[src/rtl/wb_logic_pkg.sv]
// Shared definitions for wb_logic_slave: register map, FSM states, byte-lane merge.
// Latency/backpressure: n/a (package only).
package wb_logic_pkg;

  localparam logic [31:0] ADR_C    = 32'd0;
  localparam logic [31:0] ADR_D    = 32'd1;
  localparam logic [31:0] ADR_A    = 32'd2;
  localparam logic [31:0] ADR_B    = 32'd3;
  localparam logic [31:0] ADR_SCR0 = 32'd4;

  typedef enum logic [1:0] {
    IDLE,
    WAIT,
    RESP
  } state_t;

  function automatic logic [31:0] merge_bytes(input logic [31:0] old_v,
                                              input logic [31:0] new_v,
                                              input logic [3:0]  sel);
    logic [31:0] res;
    for (int i = 0; i < 4; i++) begin
      res[8*i +: 8] = sel[i] ? new_v[8*i +: 8] : old_v[8*i +: 8];
    end
    return res;
  endfunction

endpackage

[src/rtl/wb_ack_timer.sv]
// Wait-state down-counter: load on request, one-cycle done when the count expires.
// Latency: done is high in the WAIT_STATES-th cycle after load; clear/reset cancel it.
module wb_ack_timer
  import wb_logic_pkg::*;
#(
  parameter int WAIT_STATES = 0
) (
  input  logic clk_i,
  input  logic rst_n_i,
  input  logic load,
  input  logic clear,
  output logic done
);

  localparam logic [3:0] LOAD_VAL = (WAIT_STATES > 0) ? 4'(WAIT_STATES - 1) : 4'd0;

  logic [3:0] cnt;
  logic       run;

  assign done = run && (cnt == 4'd0);

  always_ff @(posedge clk_i) begin
    if (!rst_n_i || clear) begin
      run <= 1'b0;
      cnt <= 4'd0;
    end else if (load) begin
      run <= 1'b1;
      cnt <= LOAD_VAL;
    end else if (run) begin
      if (cnt == 4'd0) run <= 1'b0;
      else             cnt <= cnt - 4'd1;
    end
  end

endmodule

[src/rtl/wb_logic_slave.sv]
// Wishbone classic slave: C/D operands, A=C&D, B=C|D, scratch bank; WB_LOGIC_ERR_EN selects err_o.
// Latency: ack/err WAIT_STATES+1 cycles after request; no backpressure, request dropped in WAIT aborts.
module wb_logic_slave
  import wb_logic_pkg::*;
#(
  parameter int ADDR_W      = 4,
  parameter int NSCRATCH    = 4,
  parameter int WAIT_STATES = 0
) (
  input  logic              clk_i,
  input  logic              rst_n_i,
  input  logic              cyc_i,
  input  logic              stb_i,
  input  logic              we_i,
  input  logic [ADDR_W-1:0] adr_i,
  input  logic [3:0]        sel_i,
  input  logic [31:0]       dat_i,
  output logic [31:0]       dat_o,
  output logic              ack_o,
  output logic              err_o
);

  state_t            state;
  logic              lat_we;
  logic [ADDR_W-1:0] lat_adr;
  logic [3:0]        lat_sel;
  logic [31:0]       lat_dat;
  logic [31:0]       c_q, d_q, a_q, b_q;
  logic [31:0]       scr_q [NSCRATCH];

  logic req;
  logic tmr_done;
  assign req = cyc_i & stb_i;

  wb_ack_timer #(.WAIT_STATES(WAIT_STATES)) u_timer (
    .clk_i  (clk_i),
    .rst_n_i(rst_n_i),
    .load   ((state == IDLE) && req),
    .clear  ((state == WAIT) && !req),
    .done   (tmr_done)
  );

  // With zero wait states the response is decoded from the live bus in the same edge it is latched.
  logic [31:0] dec_adr;
  logic        dec_we;
  assign dec_adr = (state == IDLE) ? 32'(adr_i) : 32'(lat_adr);
  assign dec_we  = (state == IDLE) ? we_i : lat_we;

  logic [31:0] rd_val;
  logic        in_range;
  always_comb begin
    rd_val   = '0;
    in_range = 1'b0;
    case (dec_adr)
      ADR_C: begin rd_val = c_q; in_range = 1'b1; end
      ADR_D: begin rd_val = d_q; in_range = 1'b1; end
      ADR_A: begin rd_val = a_q; in_range = 1'b1; end
      ADR_B: begin rd_val = b_q; in_range = 1'b1; end
      default: begin
        for (int i = 0; i < NSCRATCH; i++) begin
          if (dec_adr == ADR_SCR0 + 32'(i)) begin
            rd_val   = scr_q[i];
            in_range = 1'b1;
          end
        end
      end
    endcase
  end

  logic resp_bad;
`ifdef WB_LOGIC_ERR_EN
  logic err_q;
  assign resp_bad = !in_range || (dec_we && (dec_adr == ADR_A || dec_adr == ADR_B));
  assign err_o    = err_q;
`else
  assign resp_bad = 1'b0;
  assign err_o    = 1'b0;
`endif

  // Writes land on the edge leaving RESP; A/B follow the post-write operands on that same edge.
  logic        commit;
  logic [31:0] c_nxt, d_nxt;
  assign commit = (state == RESP) && lat_we && in_range;
  always_comb begin
    c_nxt = c_q;
    d_nxt = d_q;
    if (commit && dec_adr == ADR_C) c_nxt = merge_bytes(c_q, lat_dat, lat_sel);
    if (commit && dec_adr == ADR_D) d_nxt = merge_bytes(d_q, lat_dat, lat_sel);
  end

  always_ff @(posedge clk_i) begin
    if (!rst_n_i) begin
      state   <= IDLE;
      ack_o   <= 1'b0;
      dat_o   <= '0;
      lat_we  <= 1'b0;
      lat_adr <= '0;
      lat_sel <= '0;
      lat_dat <= '0;
      c_q     <= '0;
      d_q     <= '0;
      a_q     <= '0;
      b_q     <= '0;
      for (int i = 0; i < NSCRATCH; i++) scr_q[i] <= '0;
`ifdef WB_LOGIC_ERR_EN
      err_q   <= 1'b0;
`endif
    end else begin
      ack_o <= 1'b0;
      dat_o <= '0;
`ifdef WB_LOGIC_ERR_EN
      err_q <= 1'b0;
`endif
      c_q <= c_nxt;
      d_q <= d_nxt;
      a_q <= c_nxt & d_nxt;
      b_q <= c_nxt | d_nxt;
      for (int i = 0; i < NSCRATCH; i++) begin
        if (commit && dec_adr == ADR_SCR0 + 32'(i))
          scr_q[i] <= merge_bytes(scr_q[i], lat_dat, lat_sel);
      end

      case (state)
        IDLE: begin
          if (req) begin
            lat_we  <= we_i;
            lat_adr <= adr_i;
            lat_sel <= sel_i;
            lat_dat <= dat_i;
            if (WAIT_STATES > 0) begin
              state <= WAIT;
            end else begin
              state <= RESP;
              ack_o <= !resp_bad;
              dat_o <= (dec_we || resp_bad) ? '0 : rd_val;
`ifdef WB_LOGIC_ERR_EN
              err_q <= resp_bad;
`endif
            end
          end
        end
        WAIT: begin
          if (!req) begin
            state <= IDLE;
          end else if (tmr_done) begin
            state <= RESP;
            ack_o <= !resp_bad;
            dat_o <= (dec_we || resp_bad) ? '0 : rd_val;
`ifdef WB_LOGIC_ERR_EN
            err_q <= resp_bad;
`endif
          end
        end
        RESP:    state <= IDLE;
        default: state <= IDLE;
      endcase
    end
  end

endmodule
[config.mk]
export PLATFORM = sky130hd
export DESIGN_NAME = wb_logic_slave
export DESIGN_NICKNAME = d
export VERILOG_FILES = /design/src/rtl/wb_logic_pkg.sv /design/src/rtl/wb_ack_timer.sv /design/src/rtl/wb_logic_slave.sv
export SDC_FILE = /design/constraint.sdc
export NUM_CORES = 1
export LEC_CHECK = 0
export CAP_MARGIN = 20
export CORE_ASPECT_RATIO = 0.7
export CORE_UTILIZATION = 35
export CTS_CLUSTER_DIAMETER = 200
export DETAILED_ROUTE_END_ITERATION = 8
export PLACE_DENSITY_LB_ADDON = 0.15
export SKIP_LAST_GASP = 1
export SYNTH_ARGS = -nofsm -noshare
export SYNTH_HDL_FRONTEND = slang
export SYNTH_SLANG_ARGS = --single-unit
[constraint.sdc]
create_clock -name clk_i -period 7.02 [get_ports clk_i]
set_clock_uncertainty 0.1 [all_clocks]
set_input_delay 0.702 -clock clk_i [delete_from_list [all_inputs] [get_ports clk_i]]
set_output_delay 0.702 -clock clk_i [all_outputs]
set_load 0.01 [all_outputs]
==> results of run 1 <==
through the flow:
stage / cell area (sq um) / util (%) / setup WS, ns / total power, W
3_5_place_dp: 15500 / 38.7 / 3.24 / 0.00233
5_1_grt: 16700 / 41.7 / 3.39 / 0.00427
6_report: 16700 / 41.7 / 3.63 / 0.00412
4_1_cts: 16600 / 41.5 / 3.57 / 0.00417
3_3_place_gp: 15500 / 38.7 / 3.30 / 0.00233
2_1_floorplan: 14300 / - / 4.59 / 0.00223
cells in the mapped netlist, drive strengths merged:
| master | n | area share [%] |
|---|---|---|
| mux4 | 32 | 5.0 |
| and3b | 1 | 0.061 |
| and2 | 130 | 5.7 |
| and4 | 6 | 0.37 |
| o221ai | 32 | 2.0 |
| nand3b | 4 | 0.24 |
| buf | 37 | 1.5 |
| a21bo | 1 | 0.070 |
| nand2 | 252 | 6.6 |
| dfxtp | 203 | 28 |
| a21boi | 81 | 4.2 |
| a211oi | 2 | 0.23 |
| nand4 | 4 | 0.17 |
| or3b | 1 | 0.079 |
| mux2 | 1 | 0.079 |
| inv | 16 | 0.42 |
| nor2b | 25 | 1.1 |
| edfxtp | 128 | 27 |
| clkbuf | 70 | 1.8 |
| nor2 | 67 | 1.8 |
| a311oi | 32 | 2.0 |
| nand4b | 3 | 0.18 |
| nand3 | 29 | 1.0 |
| a32oi | 24 | 1.5 |
| nor4b | 5 | 0.66 |
| and3 | 8 | 0.35 |
| mux2i | 58 | 4.2 |
| or2 | 2 | 0.087 |
| a21oi | 17 | 0.59 |
| conb | 1 | 0.026 |
| a22oi | 1 | 0.15 |
| a221o | 8 | 0.56 |
| nor3 | 1 | 0.035 |
| a2bb2oi | 32 | 2.0 |
| nor4 | 2 | 0.17 |
sequential cells by signal, indices dropped and copies added (netlist names):
signal / cells
scr_q: 128
a_q: 32
b_q: 32
c_q: 32
d_q: 32
dat_o: 32
lat_dat: 32
lat_adr: 4
lat_sel: 4
ack_o: 1
lat_we: 1
state: 1
final cells by class:
type                            count  area, sq um
Fill cell                        3812        23400
Inverter                           16         60.1
Sequential cell                   331         7910
Tap cell                          535          669
Multi-Input combinational cell    862         5950
Clock inverter                     16          124
Clock buffer                       47         1000
Timing Repair Buffer              100          985
cells by family (layout without fill, tap and decap cells):
| group | Yosys count | count (layout) | share of synthesized area, % |
|---|---|---|---|
| AND/OR/NAND/NOR | 540 | 540 | 18.5 |
| other | 1 | 1 | 0.0262 |
| AO/OA/AOI/OAI | 230 | 230 | 13.2 |
| buffers and inverters | 123 | 179 | 3.78 |
| flip-flops | 331 | 331 | 55.2 |
| multiplexers | 91 | 91 | 9.33 |
path summary, 6_finish.rpt:
| path | endpoint | cells after the start |
|---|---|---|
| worst max-delay path | dat_o[1]$_SDFF_PP0_ | 6 |
| worst min-delay path | a_q[20]$_SDFF_PN0_ | 2 |
| worst max register to register | dat_o[1]$_SDFF_PP0_ | 6 |
| worst min register to register | a_q[20]$_SDFF_PN0_ | 2 |
power groups by stage:
stage               sequential (W)  clock, W  combinational (W)
finish                     0.00207   0.00184           0.000218
floorplan                  0.00209         0           0.000142
global route               0.00207   0.00196           0.000238
global placement           0.00211         0           0.000216
CTS                        0.00207   0.00188           0.000218
detailed placement         0.00211         0           0.000218
worst min-delay path, stage by stage, from the launching register on:
cell and delay (ns):
sky130_fd_sc_hd__dfxtp_1 0.33, sky130_fd_sc_hd__inv_1 0.06, sky130_fd_sc_hd__a21oi_1 0.05
metal layers:
| layer | GRT usage, % | vias up |
|---|---|---|
| met1 | 28.1 | 4896 |
| met4 | 4.24 | 0 |
| met2 | 25.6 | 257 |
| li1 | - | 4773 |
| met5 | 0 | - |
| met3 | 4.10 | 49 |
==> out/results.md, run 1 <==
Synth
* **Post-Syn Nets** 1361
* **Post-Syn Area** 14300 sq um
* **synthesis-stage register bit count** 331
* **syn avg cell area** 10.9 sq um
* **share of synthesized area occupied by flip-flops and latches** 55.2%
* **synthesized instance count** 1316
* **distinct cell type count of the synthesized netlist** 44
* **Syn. warnings** 0

Routing
* **sum of routed wire segments on met1** 19400 microns
* **metal2 WL** 15400 microns
* **Met3 Routed Length** 2450 microns
* **antenna-violating nets left** 0
* **via count of the routed design** 9975
* **routed vias/inst** 5.23
* **Residual DRC** 0
* **number of optimization iterations in the first detailed-route pass** 5
* **Total Routed Length** 37900 microns
* **first-iteration detailed-routing DRC count** 744
* **highest routed layer** met4
* **final routed wire length divided by cell count** 19.9 microns

Worst setup path
* **Critical path buffers and inverters** 2
* **start-to-end type of the worst setup path** reg -> reg
* **Slowest cell on crit path** sky130_fd_sc_hd__a211oi_4
* **largest driver fanout on the critical path** 34
* **Worst Path Arrival** 3.71 ns
* **beginning of the worst register-to-register path** state[1]$_SDFFE_PN0P_
* **Most common cell on crit path** sky130_fd_sc_hd__buf_4
* **Worst Setup SP** state[1]$_SDFFE_PN0P_
* **Worst path top cell family by delay** compound AO/OA/AOI/OAI gates
* **Crit path largest cell delay** 0.79 ns
* **type of destination of the critical path** flip-flop
* **CP Data Required Time** 7.34 ns
* **kind of start point of the critical path** flip-flop
* **reg-to-reg slack, setup** 3.63 ns
* **worst path cell trace** mux2_2 -> buf_4 -> a211oi_4 -> buf_4 -> a2bb2oi_1 -> a311oi_1

Clocking
* **worst-case clock buffer depth** 3
* **CTS Root Buffer Type** sky130_fd_sc_hd__clkbuf_16
* **Gates resized, CTS repair** 0
* **Clk Latency, worst-skew pair** 0.52 ns
* **clock tree from TritonCTS** yes
* **number of buffers inserted to repair setup after CTS** 0
* **total CTS buffers** 35
* **hold_buf cts** 0
* **total number of H-tree levels** 2
* **Sinks on Clock Net** 331
* **CTS clk-pin slew, worst paths** 0.06 ns

Power
* **net load switching power** 0.000928 W
* **peak supply drop** 132 uV
* **internal cell power** 0.00319 W
* **cell area power density** 247 nW/um^2
* **leakage power total** 5.79 nW
* **register share of total power** 50.2%
* **part of the total power dissipated in combinational logic** 5.3%
* **share of power burned in the clock network** 44.5%
* **Sw Ratio** 22.5%

STA
* **Min Hold Slack** 0.380 ns
* **period utilization** 48.3%
* **final-report hold violation count** 0
* **worst slew slack as a fraction of its limit** 29.6%
* **final setup fails** 0
* **unrepaired setup endpoints after global routing** false
* **Setup Total Neg Slack** 0 ns
* **maximum clock rate** 295 MHz
* **pins over their slew limit** 0
* **transition time at the pin with the least slew margin** 1.05 ns
* **shortest clock period the worst path allows after layout** 3.39 ns

Placement
* **DP Cell Count** 1840
* **global placement routability congestion** 0.759
* **number of input and output port buffers inserted** 77
* **half-perimeter wire length after placement** 23100 microns

Global routing
* **initial antenna violation count** 0
* **first-pass GRT wire length** 58600 microns
* **largest net degree at the start of global routing** 84
* **total congestion overflow after global routing** 0
* **via count of the first global-routing pass** 9524
* **total track usage** 18.3%

Finish
* **antenna fix cells** 0
* **commonest cells after routing, fill and taps aside** sky130_fd_sc_hd__nand2_1 (252), sky130_fd_sc_hd__dfxtp_1 (203), sky130_fd_sc_hd__and2_1 (130)
* **share of post-route cells with drive strength above 1** 9.18%
* **Final #Nets** 1391
* **Synth-to-Final Area Change** 16.5%
* **most common library cell in the layout ignoring fill and taps** sky130_fd_sc_hd__nand2_1
* **fin cells** 1907

Flow run
* **max cap viols** 0

Floorplan
* **I/O pin cnt** 79
* **full die area** 41800 sq um
* **area inside the core boundary** 40100 sq um
* **overall die height** 171 microns
* **Horiz. Die Dim** 244 microns
* **number of standard-cell rows in the floorplan** 61
* **starting density of the core** 35.8%

Worst hold path
* **startpoint of the most critical hold path** d_q[20]$_SDFF_PN0_
* **class of the worst hold path** reg -> reg

Run status
* **result of the run** completed

Power figures use the tool's default switching activity.
==> inputs of run 2 (changes only) <==
==> constraint.sdc (replaced) <==
create_clock -name clk_i -period 3.5 [get_ports clk_i]
set_clock_uncertainty 0.1 [all_clocks]
set_input_delay 0.35 -clock clk_i [delete_from_list [all_inputs] [get_ports clk_i]]
set_output_delay 0.35 -clock clk_i [all_outputs]
set_load 0.01 [all_outputs]
==> run 2 against run 1 <==
  * Critical path depth down 1
  * Fmax is 19% higher
  * Register-to-register slack lost 3.0 ns
  * Clock power rose by 110%
  * Final area increased by 0.70%
  * First-iteration DRC count fell by 12%
  * Sequential share of layout area is 0.33 points lower
==> out/results.md, run 2 (same netlist as run 1, synthesis figures left out) <==
Power
* **leakage power total** 5.88 nW
* **part of the total power dissipated in combinational logic** 5.3%
* **share of power burned in the clock network** 45.1%
* **Sw Ratio** 22.9%
* **cell area power density** 498 nW/um^2
* **register share of total power** 49.6%
* **net load switching power** 0.00192 W
* **peak supply drop** 295 uV
* **internal cell power** 0.00645 W

Routing
* **number of optimization iterations in the first detailed-route pass** 5
* **first-iteration detailed-routing DRC count** 658
* **Residual DRC** 0
* **final routed wire length divided by cell count** 19.5 microns
* **Total Routed Length** 37400 microns
* **antenna-violating nets left** 0
* **routed vias/inst** 5.17
* **via count of the routed design** 9942

Placement
* **number of input and output port buffers inserted** 77
* **global placement routability congestion** 0.762
* **half-perimeter wire length after placement** 22700 microns
* **cell area after placement** 15700 sq um

Finish
* **Reg with most FFs** scr_q
* **count of filler cells inserted in the layout** 3856
* **Synth-to-Final Area Change** 17.3%
* **final cell area excluding filler cells** 16800 sq um
* **commonest cells after routing, fill and taps aside** sky130_fd_sc_hd__nand2_1 (252), sky130_fd_sc_hd__dfxtp_1 (203), sky130_fd_sc_hd__and2_1 (130)
* **most common library cell in the layout ignoring fill and taps** sky130_fd_sc_hd__nand2_1
* **flip-flop count of the largest register, all copies and words added** 128
* **share of post-route cells with drive strength above 1** 10.2%
* **Final #Nets** 1404
* **antenna fix cells** 0

Global routing
* **first-pass GRT wire length** 57900 microns
* **largest net degree at the start of global routing** 218
* **total track usage** 17.9%
* **initial antenna violation count** 0
* **total congestion overflow after global routing** 0
* **via count of the first global-routing pass** 9521

Clocking
* **total CTS buffers** 36
* **CTS Root Buffer Type** sky130_fd_sc_hd__clkbuf_16
* **Sinks on Clock Net** 331
* **hold_buf cts** 0
* **worst-case clock buffer depth** 3
* **Gates resized, CTS repair** 0
* **CTS clk-pin slew, worst paths** 0.06 ns
* **clock tree from TritonCTS** yes
* **number of buffers inserted to repair setup after CTS** 0
* **Clk Latency, worst-skew pair** 0.54 ns
* **total number of H-tree levels** 2

Run status
* **result of the run** completed

Worst setup path
* **critical path depth** 5
* **CP Data Required Time** 3.58 ns
* **start-to-end type of the worst setup path** reg -> reg
* **Worst Path Arrival** 2.92 ns
* **beginning of the worst register-to-register path** state[1]$_SDFFE_PN0P_
* **reg2reg end** scr_q[0][19]$_SDFFCE_PN0P_
* **Slowest cell on crit path** sky130_fd_sc_hd__dfxtp_1
* **Most common cell on crit path** sky130_fd_sc_hd__nand2_1
* **largest driver fanout on the critical path** 13
* **Worst path top cell family by delay** simple AND/OR/NAND/NOR gates
* **Worst Setup SP** state[1]$_SDFFE_PN0P_
* **worst path cell trace** nand3b_2 -> nor4_4 -> buf_4 -> nand2_1 -> nand2_1
* **endpoint of the worst setup timing path** scr_q[0][19]$_SDFFCE_PN0P_
* **count of cells along the worst register-to-register path** 5
* **reg-to-reg slack, setup** 0.66 ns
* **Crit path largest cell delay** 0.75 ns
* **kind of start point of the critical path** flip-flop
* **Critical path buffers and inverters** 1
* **type of destination of the critical path** flip-flop

STA
* **Setup Total Neg Slack** 0 ns
* **transition time at the pin with the least slew margin** 0.907 ns
* **maximum clock rate** 352 MHz
* **final-report hold violation count** 0
* **worst slew slack as a fraction of its limit** 39.5%
* **final setup fails** 0
* **period utilization** 81.1%
* **unrepaired setup endpoints after global routing** false
* **shortest clock period the worst path allows after layout** 2.84 ns
* **pins over their slew limit** 0

Floorplan
* **full die area** 41800 sq um
* **starting density of the core** 35.8%
* **number of standard-cell rows in the floorplan** 61
* **overall die height** 171 microns
* **Horiz. Die Dim** 244 microns
* **area inside the core boundary** 40100 sq um
* **I/O pin cnt** 79

Flow run
* **max cap viols** 0

Worst hold path
* **class of the worst hold path** in -> reg

[run 2: changes by cell type in the layout (fill, tap and decap cells not counted), moves of 2 or more]
cell / change
sky130_fd_sc_hd__buf_12: +2
sky130_fd_sc_hd__buf_4: +13
sky130_fd_sc_hd__inv_6: +2
sky130_fd_sc_hd__buf_6: -2
[run 2: worst reg2reg max path, cell delays in order (launching register included)]
cell and delay (ns):
sky130_fd_sc_hd__dfxtp_1 0.75, sky130_fd_sc_hd__nand3b_2 0.48, sky130_fd_sc_hd__nor4_4 0.51, sky130_fd_sc_hd__buf_4 0.25, sky130_fd_sc_hd__nand2_1 0.07, sky130_fd_sc_hd__nand2_1 0.33
[run 2: final cells by class]
cell class                 count  area [sq um]  share of cell area [%]
clock inverter                17           141                   0.841
inverter                      16          60.1                   0.357
clock buffer                  49          1020                    6.04
multi-input combinational    862          5950                    35.4
tap                          535           669                    3.98
timing repair buffer         112          1070                    6.38
sequential                   331          7910                    47.0
[run 2: per-layer routing]
| metal | vias up | GRT usage, % | part of all wire (%) | wire length [microns] |
|---|---|---|---|---|
| met1 | 4893 | 27.7 | 53 | 19800 |
| li1 | 4799 | - | - | - |
| met4 | 0 | 4.43 | 1.6 | 596 |
| met2 | 202 | 25.5 | 41 | 15400 |
| met3 | 48 | 2.87 | 4.2 | 1560 |
| met5 | - | 0.353 | 0 | 0 |
[run 2: how the worst min path moves through the flow]
stage | startpoint | endpoint | slack (ns) | depth (start not counted)
2_1_floorplan | d_q[17]$_SDFF_PN0_ | a_q[17]$_SDFF_PN0_ | 0.35 | 2
3_3_place_gp | d_q[23]$_SDFF_PN0_ | a_q[23]$_SDFF_PN0_ | 0.37 | 2
3_5_place_dp | d_q[8]$_SDFF_PN0_ | a_q[8]$_SDFF_PN0_ | 0.37 | 2
4_1_cts | dat_i[30] | lat_dat[30]$_SDFFE_PN0P_ | 0.25 | 3
5_1_grt | dat_i[7] | lat_dat[7]$_SDFFE_PN0P_ | 0.27 | 3
6_report | dat_i[30] | lat_dat[30]$_SDFFE_PN0P_ | 0.27 | 3
[run 2: power groups by stage]
stage / Sequential [W] / Clock [W] / Combinational [W]
floorplan: 0.00419 / 0 / 0.000285
global placement: 0.00423 / 0 / 0.000444
detailed placement: 0.00423 / 0 / 0.000448
CTS: 0.00415 / 0.00388 / 0.000449
global route: 0.00416 / 0.00405 / 0.000479
finish: 0.00415 / 0.00378 / 0.000443
[run 2: stage by stage]
| stage | std cells | power (W) | hold WS, ns | utilization, % | worst slack (ns) |
|---|---|---|---|---|---|
| after floorplan | 1316 | 0.00448 | 0.348 | - | 1.30 |
| after global placement | 1856 | 0.00468 | 0.368 | 39.1 | 0.640 |
| final | 1922 | 0.00837 | 0.272 | 42.0 | 0.661 |
| after detailed placement | 1856 | 0.00468 | 0.371 | 39.1 | 0.616 |
| after CTS | 1922 | 0.00847 | 0.252 | 42.0 | 0.587 |
| after global routing | 1922 | 0.00868 | 0.269 | 42.0 | 0.422 |
==> inputs of run 3 (changes only) <==
==> constraint.sdc (replaced) <==
create_clock -name clk_i -period 2.9 [get_ports clk_i]
set_clock_uncertainty 0.1 [all_clocks]
set_input_delay 0.29 -clock clk_i [delete_from_list [all_inputs] [get_ports clk_i]]
set_output_delay 0.29 -clock clk_i [all_outputs]
set_load 0.01 [all_outputs]
==> run 3 against run 2 <==
  * Combinational power is 25% higher
  * Utilization is 0.36 points higher
  * Worst hold slack worse by 0.047 ns
  * Wire length is 2.5% higher
  * Largest cell class unchanged
  * Highest routed layer unchanged
==> out/results.md, run 3 (same netlist as run 1, synthesis figures left out) <==
Routing
* **final routed wire length divided by cell count** 19.9 microns
* **via count of the routed design** 10100
* **number of optimization iterations in the first detailed-route pass** 5
* **routed vias/inst** 5.22
* **Residual DRC** 0
* **Total Routed Length** 38400 microns
* **first-iteration detailed-routing DRC count** 674
* **antenna-violating nets left** 0

Power
* **leakage power total** 5.93 nW
* **PnR Total Power** 0.0101 W
* **peak supply drop** 405 uV
* **cell area power density** 598 nW/um^2

Worst hold path
* **startpoint of the most critical hold path** dat_i[2]
* **Worst Hold End** lat_dat[2]$_SDFFE_PN0P_
* **class of the worst hold path** in -> reg
* **Hold Crit Depth** 3

STA
* **Worst Setup Slack, final** 0.390 ns
* **Setup Total Neg Slack** 0 ns
* **final-report hold violation count** 0
* **transition time at the pin with the least slew margin** 0.942 ns
* **maximum clock rate** 398 MHz
* **final setup fails** 0
* **shortest clock period the worst path allows after layout** 2.51 ns
* **pins over their slew limit** 0
* **unrepaired setup endpoints after global routing** false
* **period utilization** 86.5%
* **worst slew slack as a fraction of its limit** 37.2%

Worst setup path
* **Worst Path Arrival** 2.83 ns
* **count of cells along the worst register-to-register path** 5
* **reg2reg end** dat_o[30]$_SDFF_PP0_
* **reg-to-reg slack, setup** 0.39 ns
* **type of destination of the critical path** flip-flop
* **largest driver fanout on the critical path** 32
* **beginning of the worst register-to-register path** state[1]$_SDFFE_PN0P_
* **CP Data Required Time** 3.22 ns
* **kind of start point of the critical path** flip-flop
* **worst path cell trace** buf_4 -> mux2i_4 -> a21bo_2 -> a2bb2oi_1 -> a311oi_1
* **Critical path buffers and inverters** 1
* **Slowest cell on crit path** sky130_fd_sc_hd__a21bo_2
* **start-to-end type of the worst setup path** reg -> reg
* **Crit path largest cell delay** 0.58 ns
* **Worst path top cell family by delay** compound AO/OA/AOI/OAI gates

Global routing
* **via count of the first global-routing pass** 9710
* **initial antenna violation count** 0
* **total congestion overflow after global routing** 0
* **total track usage** 18.5%
* **largest net degree at the start of global routing** 156
* **first-pass GRT wire length** 59400 microns

Floorplan
* **Horiz. Die Dim** 244 microns
* **full die area** 41800 sq um
* **starting density of the core** 35.8%
* **number of standard-cell rows in the floorplan** 61
* **area inside the core boundary** 40100 sq um
* **I/O pin cnt** 79
* **overall die height** 171 microns

Clocking
* **CTS Root Buffer Type** sky130_fd_sc_hd__clkbuf_16
* **total CTS buffers** 34
* **Clk Latency, worst-skew pair** 0.52 ns
* **Sinks on Clock Net** 331
* **clock tree from TritonCTS** yes
* **total number of H-tree levels** 2
* **Gates resized, CTS repair** 0
* **worst-case clock buffer depth** 3
* **number of buffers inserted to repair setup after CTS** 0
* **CTS clk-pin slew, worst paths** 0.06 ns
* **hold_buf cts** 0

Finish
* **count of filler cells inserted in the layout** 3891
* **share of post-route cells with drive strength above 1** 10.4%
* **commonest cells after routing, fill and taps aside** sky130_fd_sc_hd__nand2_1 (252), sky130_fd_sc_hd__dfxtp_1 (203), sky130_fd_sc_hd__and2_1 (130)
* **Synth-to-Final Area Change** 18.3%
* **Reg with most FFs** scr_q
* **final core utilization** 42.3%
* **flip-flop count of the largest register, all copies and words added** 128
* **antenna fix cells** 0
* **final cell area excluding filler cells** 17000 sq um
* **Final #Nets** 1411
* **most common library cell in the layout ignoring fill and taps** sky130_fd_sc_hd__nand2_1

Placement
* **pre-CTS worst setup slack** 0.291 ns
* **global placement routability congestion** 0.744
* **number of input and output port buffers inserted** 77
* **cell area after placement** 15800 sq um
* **half-perimeter wire length after placement** 23800 microns

Flow run
* **max cap viols** 0

Run status
* **result of the run** completed

-- run 3: changes by cell type in the layout (fill, tap and decap cells not counted), sizes merged --
| cell | delta |
|---|---|
| clkbuf | -3 |
| clkinv | -2 |
| clkinvlp | +1 |
| bufinv | +2 |
| inv | -3 |
| buf | +9 |
-- run 3: area by class of cell --
class | instances | area [sq um] | area share (%)
clock inverters | 15 | 168 | 0.989
inverters | 16 | 60.1 | 0.354
repair buffers | 121 | 1230 | 7.24
clock buffers | 46 | 980 | 5.78
multi-input cells | 862 | 5950 | 35.1
flip-flops and latches | 331 | 7910 | 46.6
well taps | 535 | 669 | 3.95
-- run 3: power by group --
group          switching (W)  total [W]  internal [W]
logic               0.000322   0.000555      0.000233
clock network        0.00185    0.00458       0.00273
registers          0.0000950    0.00501       0.00491
-- run 3: layer usage --
metal | share of wire, % | GRT usage, % | vias up
met5 | 0 | 0 | -
met4 | 1.6 | 4.13 | 0
met3 | 3.9 | 2.78 | 53
met2 | 42 | 26.9 | 198
met1 | 52 | 28.6 | 4993
li1 | - | - | 4806
-- run 3: worst max path at each step --
stage	slack [ns]	depth (start not counted)	from	end
floorplan	0.70	7	lat_adr[0]$_SDFFE_PN0P_	scr_q[2][0]$_SDFFCE_PN0P_
global placement	0.29	6	adr_i[0]	scr_q[3][14]$_SDFFCE_PN0P_
detailed placement	0.29	6	adr_i[0]	scr_q[3][14]$_SDFFCE_PN0P_
CTS	0.38	6	state[1]$_SDFFE_PN0P_	scr_q[2][28]$_SDFFCE_PN0P_
global route	0.25	6	state[1]$_SDFFE_PN0P_	scr_q[2][28]$_SDFFCE_PN0P_
finish	0.39	5	state[1]$_SDFFE_PN0P_	dat_o[30]$_SDFF_PP0_
-- run 3: metrics by stage --
stage | std cells | hold slack [ns]
6_report | 1926 | 0.224
5_1_grt | 1926 | 0.232
4_1_cts | 1926 | 0.207
3_5_place_dp | 1865 | 0.372
3_3_place_gp | 1864 | 0.365
2_1_floorplan | 1316 | 0.335
-- run 3: worst min-delay path, stage by stage --
cell	delay, ns
sky130_fd_sc_hd__clkdlybuf4s50_1	0.39
sky130_fd_sc_hd__nand2_1	0.05
sky130_fd_sc_hd__a21boi_0	0.06
